### src/rtl/mb_reconstruct_adder.sv
// Reconstruction adder: reads the completed prediction buffer, adds the IDCT residual,
// saturates to 0..255 and streams pixels with valid/ready on both sides.
module mb_reconstruct_adder #(
    parameter int   MB_PIXELS = 384,
    parameter logic BANK_INIT = 1'b1
) (
    input  logic        clock,
    input  logic        resetn,
    input  logic        Start_MB_Reconstruct_I,
    output logic        Done_MB_Reconstruct_O,
    input  logic        Intra_MB_I,
    input  logic [5:0]  Coded_Block_Pattern_I,
    output logic [10:0] Pred_Addr_O,
    input  logic [7:0]  Pred_Data_I,
    input  logic [8:0]  Residual_Data_I,
    input  logic        Residual_Valid_I,
    output logic        Residual_Ready_O,
    output logic [7:0]  Pixel_Data_O,
    output logic [2:0]  Pixel_Block_O,
    output logic [5:0]  Pixel_Index_O,
    output logic        Pixel_Last_O,
    output logic        Pixel_Valid_O,
    input  logic        Pixel_Ready_I
);

    typedef enum logic [1:0] {IDLE, PRIME, RUN, DRAIN} state_t;

    state_t      state_q, state_d;
    logic [8:0]  p_q, p_d;
    logic        bank_q, bank_d;
    logic        intra_q, intra_d;
    logic [5:0]  cbp_q, cbp_d;
    logic        valid_q, valid_d;
    logic [7:0]  data_q, data_d;
    logic [2:0]  blk_q, blk_d;
    logic [5:0]  idx_q, idx_d;
    logic        last_q, last_d;

    logic [7:0]        cbp_ext;
    logic              coded, out_free, fire, last_p;
    logic [7:0]        pred;
    logic [8:0]        res;
    logic signed [9:0] sum;
    logic [7:0]        sat;

    assign cbp_ext  = {2'b00, cbp_q};
    assign coded    = cbp_ext[p_q[8:6]];
    assign out_free = ~valid_q | Pixel_Ready_I;
    assign fire     = (state_q == RUN) & out_free & (~coded | Residual_Valid_I);
    assign last_p   = (p_q == 9'(MB_PIXELS - 1));

    // Uncoded blocks never pop the residual stream; their residual is zero.
    assign pred = intra_q ? 8'd0 : Pred_Data_I;
    assign res  = coded ? Residual_Data_I : 9'd0;
    assign sum  = $signed({2'b00, pred}) + $signed({res[8], res});
    assign sat  = sum[9] ? 8'd0 : (sum[8] ? 8'hFF : sum[7:0]);

    always_ff @(posedge clock or negedge resetn) begin
        if (!resetn) begin
            state_q <= IDLE;
            p_q     <= '0;
            bank_q  <= BANK_INIT;
            intra_q <= 1'b0;
            cbp_q   <= '0;
            valid_q <= 1'b0;
            data_q  <= '0;
            blk_q   <= '0;
            idx_q   <= '0;
            last_q  <= 1'b0;
        end else begin
            state_q <= state_d;
            p_q     <= p_d;
            bank_q  <= bank_d;
            intra_q <= intra_d;
            cbp_q   <= cbp_d;
            valid_q <= valid_d;
            data_q  <= data_d;
            blk_q   <= blk_d;
            idx_q   <= idx_d;
            last_q  <= last_d;
        end
    end

    always_comb begin
        state_d = state_q;
        p_d     = p_q;
        bank_d  = bank_q;
        intra_d = intra_q;
        cbp_d   = cbp_q;
        valid_d = valid_q;
        data_d  = data_q;
        blk_d   = blk_q;
        idx_d   = idx_q;
        last_d  = last_q;
        case (state_q)
            IDLE: begin
                if (Start_MB_Reconstruct_I) begin
                    state_d = PRIME;
                    intra_d = Intra_MB_I;
                    cbp_d   = Coded_Block_Pattern_I;
                    bank_d  = ~bank_q;
                    p_d     = '0;
                end
            end
            PRIME: state_d = RUN;
            RUN: begin
                if (fire) begin
                    p_d = p_q + 9'd1;
                    if (last_p) state_d = DRAIN;
                end
            end
            DRAIN: begin
                if (valid_q && Pixel_Ready_I) state_d = IDLE;
            end
            default: state_d = IDLE;
        endcase
        if (fire) begin
            valid_d = 1'b1;
            data_d  = sat;
            blk_d   = p_q[8:6];
            idx_d   = p_q[5:0];
            last_d  = last_p;
        end else if (Pixel_Ready_I) begin
            valid_d = 1'b0;
        end
    end

    // Address runs one byte ahead on fire so the synchronous buffer returns p+1 next cycle.
    always_comb begin
        Done_MB_Reconstruct_O = (state_q == IDLE);
        Residual_Ready_O      = (state_q == RUN) & coded & out_free;
        if (state_q == IDLE)
            Pred_Addr_O = {~bank_q, 10'h000};
        else
            Pred_Addr_O = {bank_q, 1'b0, (fire ? p_q + 9'd1 : p_q)};
    end

    assign Pixel_Data_O  = data_q;
    assign Pixel_Block_O = blk_q;
    assign Pixel_Index_O = idx_q;
    assign Pixel_Last_O  = last_q;
    assign Pixel_Valid_O = valid_q;

endmodule

### config.mk
export PLATFORM = sky130hd
export DESIGN_NAME = mb_reconstruct_adder
export DESIGN_NICKNAME = d
export VERILOG_FILES = /design/src/rtl/mb_reconstruct_adder.sv
export SDC_FILE = /design/constraint.sdc
export NUM_CORES = 1
export LEC_CHECK = 0
export BUFFER_PORTS_ARGS = -buffer_cell sky130_fd_sc_hd__buf_4
export CAP_MARGIN = 20
export CELL_PAD_IN_SITES_DETAIL_PLACEMENT = 1
export CELL_PAD_IN_SITES_GLOBAL_PLACEMENT = 1
export CORE_ASPECT_RATIO = 1.25
export CORE_MARGIN = 2
export CORE_UTILIZATION = 25
export CTS_CLUSTER_SIZE = 10
export DETAILED_ROUTE_END_ITERATION = 10
export GPL_TIMING_DRIVEN = 0
export PLACE_DENSITY = 0.67
export SETUP_SLACK_MARGIN = 0.4
export SYNTH_ARGS = -nofsm -noshare
export SYNTH_HDL_FRONTEND = slang
export SYNTH_SLANG_ARGS = --single-unit
### constraint.sdc
create_clock -name clock -period 3.3 [get_ports clock]
set_input_delay 0.66 -clock clock [delete_from_list [all_inputs] [get_ports clock]]
set_output_delay 0.66 -clock clock [all_outputs]
set_load 0.005 [all_outputs]
==> Flow_metrics.wiki, run 1 <==
{| class="wikitable"
! Metric !! Value
|-
| Layout-stage area growth over the synthesis result || 45.59%
|-
| Post-synthesis instance area || around 2400 um^2
|-
| Final Setup Violations || 0
|-
| Global-route usage over all layers || between 10% and 20%
|-
| Final total power || 2821 uW
|-
| Max frequency || approximately 320 MHz
|-
| Type of the worst min-delay path || primary input to async pin
|-
| Vias in the first global route || roughly 2300
|-
| Count of routing violations after the opening detailed-route iteration || 36
|-
| Die Footprint || roughly 11000 um^2
|-
| Number of nets in the layout || roughly 380
|-
| Clk pin slew, worst setup/hold paths || approximately 0.060 ns
|-
| Switching power as a share of total power || 39.01%
|-
| Kind of start point of the critical path || flip-flop
|-
| H-tree depth || 2
|-
| Initial Utilization || about a quarter
|-
| Data required time of the worst path || 2.64 ns
|-
| Core Region || 9559 um^2
|-
| Sequential cell area fraction in the yosys report || about two fifths
|-
| Crit path kind || flip-flop to output port
|-
| Fraction of synthesis flops using an asynchronous set or reset pin || between 90% and 100%
|-
| Maximum number of pins on one net before global-route repair || 39
|-
| Cell count after synthesis || 246
|-
| Mean post-synth cell area || 9.918 um^2
|-
| Clock tree from TritonCTS || built
|-
| Sinks on the clock net || 38
|-
| Number of hold violations in the final report || 0
|-
| Worst hold slack across all endpoints || 0.3414 ns
|-
| Power Internal || approximately 1700 uW
|-
| Hold-fix buffers, CTS || 0
|-
| # IOs || approximately 60
|-
| Most frequent cells after synthesis || 37 x dfrtp_1, 28 x nand2_1, 24 x nor2_1, 20 x nor2b_1
|-
| Routed len/inst || around 15 um
|-
| Least-Margin Pin Slew || approximately 0.74 ns
|-
| Clock tree root driver cell || clkbuf_16
|-
| Most frequently used cell type in the post-synthesis netlist || dfrtp_1
|-
| Tmin final || 3.115 ns
|-
| Crit share post-route || about 94%
|-
| Switching power summed over all nets || around 1100 uW
|-
| Capturing element type of the critical path || output port
|-
| Setup repair after global routing missed its margin || yes
|-
| Count of pins over their slew limit || 0
|-
| GR Overflow Total || 0
|-
| Maximum net fanout on the critical path || 10
|-
| Global-route wire length before repair || 11250 um
|-
| # diodes || 0
|-
| Cell type of the slowest stage on the worst timing path || mux4_2
|-
| Most used cell along the critical path || buf_6
|-
| Post-route DRC || 0
|-
| Number of placement rows || 40
|-
| Die outline width || approximately 92 um
|-
| Count of synthesis-stage warnings from yosys || 0
|-
| Antenna violation net count after detailed routing || 0
|-
| Worst path max stage delay || 0.50 ns
|-
| Pwr per Cell Area || around 790 nW/um^2
|-
| Count of input and output buffers || 59
|-
| Fraction of layout instances using a drive strength above 1 || a little over two fifths
|-
| IR drop worst, VDD || 0.2680 mV
|-
| Vias after detailed routing || between 2000 and 2500
|-
| Part of the power in registers || roughly 27%
|-
| Primary flip-flop cell chosen by synthesis mapping || dfrtp_1
|-
| Count of cell types in the netlist || 50
|-
| Status || finished clean
|-
| Filler Cells Inserted || about 1100
|-
| Arrival time at the worst endpoint || about 2.5 ns
|-
| Routability Congestion || 0.8054
|-
| Proportion of power drawn by the clock network || between 10% and 20%
|-
| Clock network latency to the later pin of the worst-skew pair || 0.28 ns
|-
| Initial DRT Pass Iterations || 4
|-
| Via-to-Cell Ratio || roughly 4.6
|-
| P_leak || 0.001648 uW
|-
| Layout Skew || approximately 0.0032 ns
|-
| Worst max-slew margin expressed relative to the limit || 50.80%
|-
| Number of buffers inserted during clock tree synthesis || 5
|-
| Combinational Power Share || between 50% and 60%
|-
| Top-area cell type share of the netlist area || 37.95%
|-
| Flop and latch count out of synthesis || 38
|-
| Routed wire length || 7112 um
|-
| Setup TNS after final layout || 0 ns
|-
| Largest area contributor in the synthesized netlist || dfrtp_1
|-
| Post-DP HPWL || approximately 5000 um
|-
| Synthesized net count || 288
|-
| Top post-synthesis cells by area || dfrtp_1 38%, mux2_2 6.5%, ha_1 6.2%
|-
| Number of violations of the max-capacitance limit || 0
|-
| Ordered list of cells on the worst path || buf_6 > mux4_2 > a22oi_2 > or2_1 > buf_6 > nand3_4 > buf_12 > nand2_1 > a21oi_1 > buf_4
|-
| Max clock buf depth || 2
|-
| Number of antenna violations at the first check in global routing || 0
|-
| Post-synth EDFFs || 0
|-
| Die Ht || between 100 and 150 um
|}
==> cell type report <==
cell class                 instances  area [um^2]  share of cell area, %
timing repair buffer              82        624.3                  17.58
clock buffer                       5        125.1                  3.522
clock inverter                     3        45.04                  1.268
multi-input combinational        193         1545                  43.50
inverter                           3        11.26                 0.3170
sequential                        38        952.2                  26.81
tap                              126        157.7                  4.438
buffer                            12        91.34                  2.571
==> path summary, 6_finish.rpt <==
| check | from | endpoint | slack (ns) | cells past startpoint |
|---|---|---|---|---|
| worst max-delay path | p_q[6] | Pred_Addr_O[1] | 0.18 | 10 |
| worst min-delay path | resetn | Pixel_Index_O[5] | 0.34 | 1 |
| worst max register to register | p_q[6] | Pixel_Data_O[3] | 0.22 | 14 |
| worst min register to register | Pixel_Data_O[5] | Pixel_Data_O[5] | 0.49 | 2 |
| max in group asynchronous | resetn | bank_q | 2.58 | 1 |
| min in group clock | Pixel_Data_O[5] | Pixel_Data_O[5] | 0.49 | 2 |
==> kinds of logic (layout without fill, tap and decap cells) <==
logic type,after synthesis,in the layout,synth area share (%)
AND/OR/NAND/NOR,97,97,20.46
buffers and inverters,15,105,3.589
AO/OA/AOI/OAI,45,45,12.87
other,1,1,0.1537
XOR/XNOR,16,16,6.052
multiplexers,21,21,10.87
adder cells (fa/ha/maj),13,13,6.974
flip-flops,38,38,39.03
==> critical path: cells and delay by family, from the launching register on <==
family                 cells  cell delay [ns]
flip-flops                 1             0.34
AO/OA/AOI/OAI              2             0.34
AND/OR/NAND/NOR            3             0.36
multiplexers               1             0.50
buffers and inverters      4             0.61
==> placed cells by master (no fill, tap or decap), types with 3 or more instances in the layout <==
cell / instances
nor2_1: 21
ha_1: 10
xnor2_1: 7
nor2b_1: 19
buf_4: 80
o311ai_0: 3
xor2_1: 6
a22o_1: 4
nand2_1: 28
nand2b_1: 4
nand3_1: 6
mux2_2: 14
mux2_4: 5
dfrtp_1: 37
inv_1: 3
o21ai_1: 8
clkbuf_1: 6
buf_6: 6
o21ai_0: 4
a21oi_1: 6
clkbuf_16: 5
==> state kept, by name (all words and copies together) (netlist names) <==
name           cells
Pixel_Block_O      3
Pixel_Data_O       8
Pixel_Index_O      6
Pixel_Last_O       1
Pixel_Valid_O      1
bank_q             1
cbp_q              6
intra_q            1
p_q                9
state_q            2
==> power groups by stage <==
stage | logic, uW | clock network [uW] | registers (uW)
final | 1510 | 556 | 757
after global routing | 1660 | 589 | 785
after CTS | 1390 | 572 | 761
after detailed placement | 1290 | 0 | 765
after global placement | 1240 | 0 | 758
after floorplan | 832 | 0 | 729
==> routing by layer <==
| metal | global-route usage (%) | up-vias | part of all wire, % |
|---|---|---|---|
| met4 | 4.080 | 0 | 1.4 |
| li1 | - | 1027 | - |
| met5 | 0 | - | 0 |
| met2 | 26.57 | 50 | 56 |
| met3 | 2.107 | 7 | 3.6 |
| met1 | 14.92 | 1057 | 39 |
==> stage by stage <==
step | instance area [um^2] | setup slack, ns | util, % | std cells
6_report | 3552 | 0.1846 | 37.16 | 462
5_1_grt | 3552 | 0.03440 | 37.16 | 462
4_1_cts | 3393 | 0.04068 | 35.50 | 455
3_5_place_dp | 3062 | -0.2983 | 32.03 | 432
3_3_place_gp | 3057 | -0.1491 | 31.98 | 431
2_1_floorplan | 2456 | 0.2958 | - | 246
==> timing repair <==
action                     CTS  global route
gates cloned                 0             0
pin swaps                    9            15
setup buffers               15             7
setup endpoints to repair   17            17
gates resized for setup     15            23
Note: power is estimated with default switching activity, not from simulation.
==> inputs of run 2 (changes only) <==
Settings changed: CORE_UTILIZATION 25 to 37, PLACE_DENSITY 0.67 to 0.88.
==> run 2 against run 1 <==
Critical path type unchanged; via count increased by 3.3%; global-route usage increased by 5.7 points; clock power decreased by 39%; power decreased by 4.7%; non-clock buffer count increased by 10.
==> Flow_metrics.wiki, run 2 (synthesized netlist as in run 1, its figures left out) <==
{| class="wikitable"
! Metric !! Value
|-
| Status || finished clean
|-
| Layout-stage area growth over the synthesis result || 43.13%
|-
| Tmin final || 3.126 ns (+0.01074 ns)
|-
| Global-route usage over all layers || 19.35% (+5.7 points)
|-
| Worst max-slew margin expressed relative to the limit || 47.33% (-3.5 points)
|-
| Fraction of layout instances using a drive strength above 1 || 45.38% (+1.9 points)
|-
| Post-DP HPWL || 4907 um (-2.1%)
|-
| Count of pins over their slew limit || 0 (unchanged)
|-
| Clock tree root driver cell || clkbuf_8
|-
| P_leak || 0.001663 uW (+0.96%)
|-
| Global-route wire length before repair || 10980 um (-2.3%)
|-
| H-tree depth || 2 (unchanged)
|-
| Hold-fix buffers, CTS || 0 (unchanged)
|-
| Vias in the first global route || 2306 (+1.1%)
|-
| Count of routing violations after the opening detailed-route iteration || 78 (+120%)
|-
| Post-route DRC || 0 (unchanged)
|-
| Number of cells on the worst reg-to-reg path || 14 (unchanged)
|-
| Reg2reg start || p_q[6]
|-
| Flip-flop count of the largest register, all copies and words added || 9 (unchanged)
|-
| Placed cell count || 393 (-9.0%)
|-
| Initial DRT Pass Iterations || 4 (unchanged)
|-
| Maximum net fanout on the critical path || 8 (-2)
|-
| Number of placement rows || 33 (-18%)
|-
| Max frequency || 319.9 MHz (-0.34%)
|-
| Arrival time at the worst endpoint || 2.47 ns (about the same)
|-
| Die outline width || 76.63 um (-17%)
|-
| Antenna violation net count after detailed routing || 0 (unchanged)
|-
| Setup repair after global routing missed its margin || yes
|-
| Crit path kind || flip-flop to output port
|-
| Setup TNS after final layout || 0 ns (unchanged)
|-
| Pwr per Cell Area || 769.7 nW/um^2 (-3.1%)
|-
| Sinks on the clock net || 38 (unchanged)
|-
| # IOs || 61 (unchanged)
|-
| Layout Skew || 0.005498 ns (+0.002259 ns)
|-
| Max clock buf depth || 2 (unchanged)
|-
| Die Footprint || 7264 um^2 (-31%)
|-
| Final worst slack || 0.1738 ns (-0.01074 ns)
|-
| Number of buffers inserted during clock tree synthesis || 5 (unchanged)
|-
| Least-Margin Pin Slew || 0.7884 ns (+0.05196 ns)
|-
| Type of the worst min-delay path || primary input to async pin
|-
| Number of hold violations in the final report || 0 (unchanged)
|-
| GR Overflow Total || 0 (unchanged)
|-
| # diodes || 0 (unchanged)
|-
| Most used cells in the layout excluding fill and tap cells || 91 x buf_4, 37 x dfrtp_1, 27 x nand2_1
|-
| Number of violations of the max-capacitance limit || 0 (unchanged)
|-
| Count of input and output buffers || 59 (unchanged)
|-
| Setup slack on the worst flop-to-flop path || 0.20 ns (-0.02 ns)
|-
| Initial Utilization || 37.64% (+12 points)
|-
| Clk pin slew, worst setup/hold paths || 0.08 ns (+0.02 ns)
|-
| Via-to-Cell Ratio || 5.109 (+10%)
|-
| Kind of start point of the critical path || flip-flop
|-
| Worst r2r dst || Pixel_Data_O[5]
|-
| Post-Place Worst Slack || -0.1210 ns (+0.1773 ns)
|-
| IR drop worst, VDD || 0.3779 mV (+41%)
|-
| Routability Congestion || 0.7850 (-2.5%)
|-
| Final Setup Violations || 0 (unchanged)
|-
| Top reg by flops || p_q
|-
| Clock network latency to the later pin of the worst-skew pair || 0.29 ns (about the same)
|-
| Most frequent standard cell in the layout excluding fill and tap cells || buf_4
|-
| Routed len/inst || 16.41 um (+6.6%)
|-
| Clock tree from TritonCTS || built
|-
| Maximum number of pins on one net before global-route repair || 39 (unchanged)
|-
| Core Region || 6482 um^2 (-32%)
|-
| Capturing element type of the critical path || output port
|-
| Data required time of the worst path || 2.64 ns (about the same)
|-
| Final standard cell count with taps included and fillers excluded || 433 (-6.3%)
|-
| Vias after detailed routing || 2212 (+3.3%)
|-
| Routed wire length || 7105 um (about the same)
|-
| Crit share post-route || 94.73% (+0.33 points)
|-
| Die Ht || 94.79 um (-17%)
|-
| Filler Cells Inserted || 744 (-32%)
|-
| Number of nets in the layout || 387 (+2.7%)
|-
| Number of antenna violations at the first check in global routing || 0 (unchanged)
|}
run 2: critical path, stage by stage (launching register included):
cell	delay, ns
dfrtp_1	0.34
buf_6	0.11
mux4_2	0.51
a22oi_2	0.23
buf_4	0.15
or2_1	0.11
buf_6	0.15
and3b_2	0.24
xnor2_2	0.12
nor2_1	0.07
buf_4	0.17
run 2: stage by stage:
step	area (um^2)	hold slack [ns]	utilization (%)	total power, uW
after floorplan	2456	0.3644	-	1561
after global placement	3008	0.4716	46.40	1965
after detailed placement	3015	0.4858	46.52	2046
after CTS	3307	0.3457	51.01	2550
after global routing	3492	0.3623	53.87	2895
final	3492	0.3332	53.87	2688
run 2: layout make-up:
type / instances / area (um^2) / area share (%)
clock inverter: 1 / 5.005 / 0.1433
sequential: 38 / 952.2 / 27.27
multi-input combinational: 193 / 1535 / 43.96
buffer: 12 / 91.34 / 2.616
timing repair buffer: 92 / 701.9 / 20.10
clock buffer: 7 / 86.33 / 2.472
tap: 87 / 108.9 / 3.117
inverter: 3 / 11.26 / 0.3225
run 2: worst max path at each step:
stage	start	to	cells after the start
6_report	p_q[6]	Pred_Addr_O[7]	10
3_3_place_gp	p_q[6]	Pixel_Data_O[0]	11
3_5_place_dp	p_q[6]	Pixel_Data_O[5]	12
4_1_cts	p_q[6]	Pixel_Data_O[7]	13
5_1_grt	p_q[6]	Pred_Addr_O[7]	10
2_1_floorplan	p_q[6]	Pixel_Data_O[7]	13
run 2: per-layer routing:
metal | up-vias | global-route usage [%] | routed length [um]
met5 | - | 0 | 0
met1 | 1102 | 21.08 | 2558
met4 | 0 | 6.970 | 137
li1 | 1045 | - | -
met3 | 12 | 2.964 | 267
met2 | 53 | 37.91 | 4142
run 2: what timing repair did:
action                     in CTS  in global routing
pin swaps                      12                 21
setup endpoints to repair      17                 18
setup buffers                  17                 15
resized for setup              19                 18
gates cloned                    0                  0
run 2: power by group:
| group | total, uW | switching (uW) | internal (uW) |
|---|---|---|---|
| combinational | 1590 | 772 | 817 |
| clock | 337 | 168 | 169 |
| sequential | 762 | 138 | 624 |
| total | 2690 | 1080 | 1610 |
==> inputs of run 3 (changes only) <==
Settings changed: CORE_UTILIZATION 37 to 40, GPL_TIMING_DRIVEN 0 to not set, PLACE_DENSITY 0.88 to 0.9.
Clock period 3.3 ns to 3.5 ns, I/O delays scaled along.
==> run 3 against run 2 <==
Sequential cell count did not move; power down 9.4%; critical path depth up 2; sequential share of layout area increased by 1.6 points; register-to-register slack gained 0.18 ns; sequential power down 5.1%; final area fell by 5.7%; clock-buffer cell count rose by 1; largest power group unchanged; first-iteration DRC count is 33% higher; hold slack improved by 0.035 ns; cell count fell by 5.1%.
==> Flow_metrics.wiki, run 3 (synthesized netlist as in run 1, its figures left out) <==
{| class="wikitable"
! Metric !! Value
|-
| Kind of start point of the critical path || flip-flop
|-
| Setup repair after global routing missed its margin || yes
|-
| Routability Congestion || 0.8361 (+6.5%)
|-
| Least-Margin Pin Slew || 0.7655 ns (-0.02297 ns)
|-
| Data required time of the worst path || 3.68 ns (+1.04 ns)
|-
| # diodes || 0 (unchanged)
|-
| Crit share post-route || approximately nine tenths
|-
| Vias in the first global route || 2245 (-2.6%)
|-
| Layout-stage area growth over the synthesis result || 34.97%
|-
| Die Footprint || 6744 um^2 (-7.1%)
|-
| Die Ht || 91.32 um (-3.7%)
|-
| WL met3 || 260 um (-2.6%)
|-
| Combinational Power Share || 58.3% (-0.8 points)
|-
| Worst hold slack across all endpoints || 0.3681 ns (+0.03489 ns)
|-
| Final standard cell count with taps included and fillers excluded || 411 (-5.1%)
|-
| Filler Cells Inserted || 692 (-7.0%)
|-
| Number of nets in the layout || 370 (-4.4%)
|-
| Clock tree root driver cell || clkbuf_8
|-
| Uppermost layer routed || met4
|-
| Part of the power in registers || 29.7% (+1.3 points)
|-
| Detailed-routed wire length on met2 || 3931 um (-5.1%)
|-
| Most frequent standard cell in the layout excluding fill and tap cells || buf_4
|-
| Number of buffers inserted during clock tree synthesis || 5 (unchanged)
|-
| Clk pin slew, worst setup/hold paths || 0.07 ns (about the same)
|-
| Routed met1 length || 2735 um (+6.9%)
|-
| Capturing element type of the critical path || flip-flop
|-
| Maximum number of pins on one net before global-route repair || 39 (unchanged)
|-
| Number of violations of the max-capacitance limit || 0 (unchanged)
|-
| Fraction of layout instances using a drive strength above 1 || 43.16% (-2.2 points)
|-
| GR Overflow Total || 0 (unchanged)
|-
| Maximum net fanout on the critical path || 4 (-4)
|-
| Switching power as a share of total power || 40.56% (+0.44 points)
|-
| Core Region || 5857 um^2 (-9.7%)
|-
| P_leak || 0.001576 uW (-5.3%)
|-
| Hold-fix buffers, CTS || 0 (unchanged)
|-
| Status || finished clean
|-
| Number of hold violations in the final report || 0 (unchanged)
|-
| Max clock buf depth || 2 (unchanged)
|-
| Max frequency || around 320 MHz
|-
| Final Setup Violations || 0 (unchanged)
|-
| Layout Skew || 0.007832 ns (+0.002334 ns)
|-
| Die outline width || 73.86 um (-3.6%)
|-
| Setup slack on the worst flop-to-flop path || 0.38 ns (+0.18 ns)
|-
| Setup TNS after final layout || 0 ns (unchanged)
|-
| Final non-filler cell area || 3293 um^2 (-5.7%)
|-
| Power Internal || 1448 uW (-10%)
|-
| Crit path kind || flip-flop to flip-flop
|-
| Type of the worst min-delay path || primary input to async pin
|-
| Via-to-Cell Ratio || 5.280 (+3.4%)
|-
| Most used cells in the layout excluding fill and tap cells || 83 x buf_4, 37 x dfrtp_1, 27 x nand2_1
|-
| Post-route DRC || 0 (unchanged)
|-
| Placed cell count || 381 (-3.1%)
|-
| Count of pins over their slew limit || 0 (unchanged)
|-
| Number of placement rows || 31 (-6.1%)
|-
| Initial Utilization || 41.66% (+4.0 points)
|-
| Post-DP HPWL || 4846 um (-1.3%)
|-
| Proportion of power drawn by the clock network || 12.0% (-0.5 points)
|-
| Top reg by flops || p_q
|-
| IR drop worst, VDD || 0.3489 mV (-7.7%)
|-
| Tmin final || 3.125 ns
|-
| Routed len/inst || 16.96 um (+3.4%)
|-
| Pwr per Cell Area || 739.7 nW/um^2 (-3.9%)
|-
| Flip-flop count of the largest register, all copies and words added || 9 (unchanged)
|-
| Global-route usage over all layers || 20.63% (+1.3 points)
|-
| Count of input and output buffers || 59 (unchanged)
|-
| Switching power summed over all nets || 988.0 uW (-8.4%)
|-
| Global-route wire length before repair || 10760 um (-2.0%)
|-
| H-tree depth || 2 (unchanged)
|-
| Worst max-slew margin expressed relative to the limit || 48.43% (+1.1 points)
|-
| Count of routing violations after the opening detailed-route iteration || 104 (+33%)
|-
| Clock network latency to the later pin of the worst-skew pair || 0.29 ns (about the same)
|-
| Antenna violation net count after detailed routing || 0 (unchanged)
|-
| # IOs || 61 (unchanged)
|-
| Vias after detailed routing || 2170 (-1.9%)
|-
| Routed wire length || 6971 um (-1.9%)
|-
| Post-DP Area || 2959 um^2 (-1.9%)
|-
| Number of cells on the worst reg-to-reg path || 12 (-2)
|-
| Sinks on the clock net || 38 (unchanged)
|-
| Number of antenna violations at the first check in global routing || 0 (unchanged)
|-
| Clock tree from TritonCTS || built
|-
| Initial DRT Pass Iterations || 4 (unchanged)
|-
| Arrival time at the worst endpoint || 3.30 ns (+0.83 ns)
|}
[run 3: changes by cell type in the layout (fill, tap and decap cells not counted), moves of 2 or more]
cell	change
buf_4	-8
o21ai_0	+2
a21oi_1	-2
o21ai_1	-3
clkbuf_1	-4
xnor2_1	+3
a21oi_2	+2
nor2_1	+4
buf_6	-3
nor2_2	-3
xnor2_2	-3
[run 3: final cells by class]
| cell class | instances | area (um^2) | area share, % |
|---|---|---|---|
| Clock buffer | 8 | 80.08 | 2.432 |
| Timing Repair Buffer | 87 | 661.9 | 20.10 |
| Inverter | 3 | 11.26 | 0.3419 |
| Multi-Input combinational cell | 193 | 1485 | 45.10 |
| Tap cell | 82 | 102.6 | 3.115 |
| Sequential cell | 38 | 952.2 | 28.91 |
[run 3: metrics by stage]
stage,setup slack (ns),utilization [%],power [uW]
after floorplan,0.4164,-,1464
after global placement,0.3881,50.44,1824
after detailed placement,0.1966,50.52,1903
after CTS,0.3701,53.58,2299
after global routing,0.2415,56.23,2617
final,0.3751,56.23,2436
[run 3: power by group through the flow]
stage	Clock, uW	Combinational (uW)	Sequential, uW
CTS	301	1280	723
global route	323	1550	743
floorplan	0	777	687
detailed placement	0	1180	728
finish	293	1420	723
global placement	0	1110	719
[run 3: worst paths after layout]
path | start | to
max reg2reg | p_q[6] | Pixel_Data_O[7]
max in group asynchronous | resetn | bank_q
max | p_q[6] | Pixel_Data_O[7]
min | resetn | Pixel_Index_O[5]
min reg2reg | bank_q | bank_q
min in group clock | bank_q | bank_q
[run 3: what timing repair did]
item	CTS	global route
gates cloned	0	0
buffers inserted	11	11
setup endpoints to repair	15	16
pin swaps	8	16
gates resized for setup	7	24
[run 3: worst max-delay path, cell delays in order, from the launching register on]
cell and delay (ns):
dfrtp_1 0.37, mux4_2 0.51, a22oi_2 0.29, nor2b_2 0.10
ha_4 0.18, fa_2 0.38, a211oi_2 0.31, o21ai_2 0.09
a31oi_2 0.18, xor2_2 0.11, buf_4 0.15, o21bai_1 0.15
a22o_1 0.19
[run 3: layer usage]
layer / vias up / track usage (%)
met5: - / 0
met4: 0 / 5.303
met3: 5 / 3.552
met2: 55 / 37.65
met1: 1095 / 24.19
li1: 1015 / -
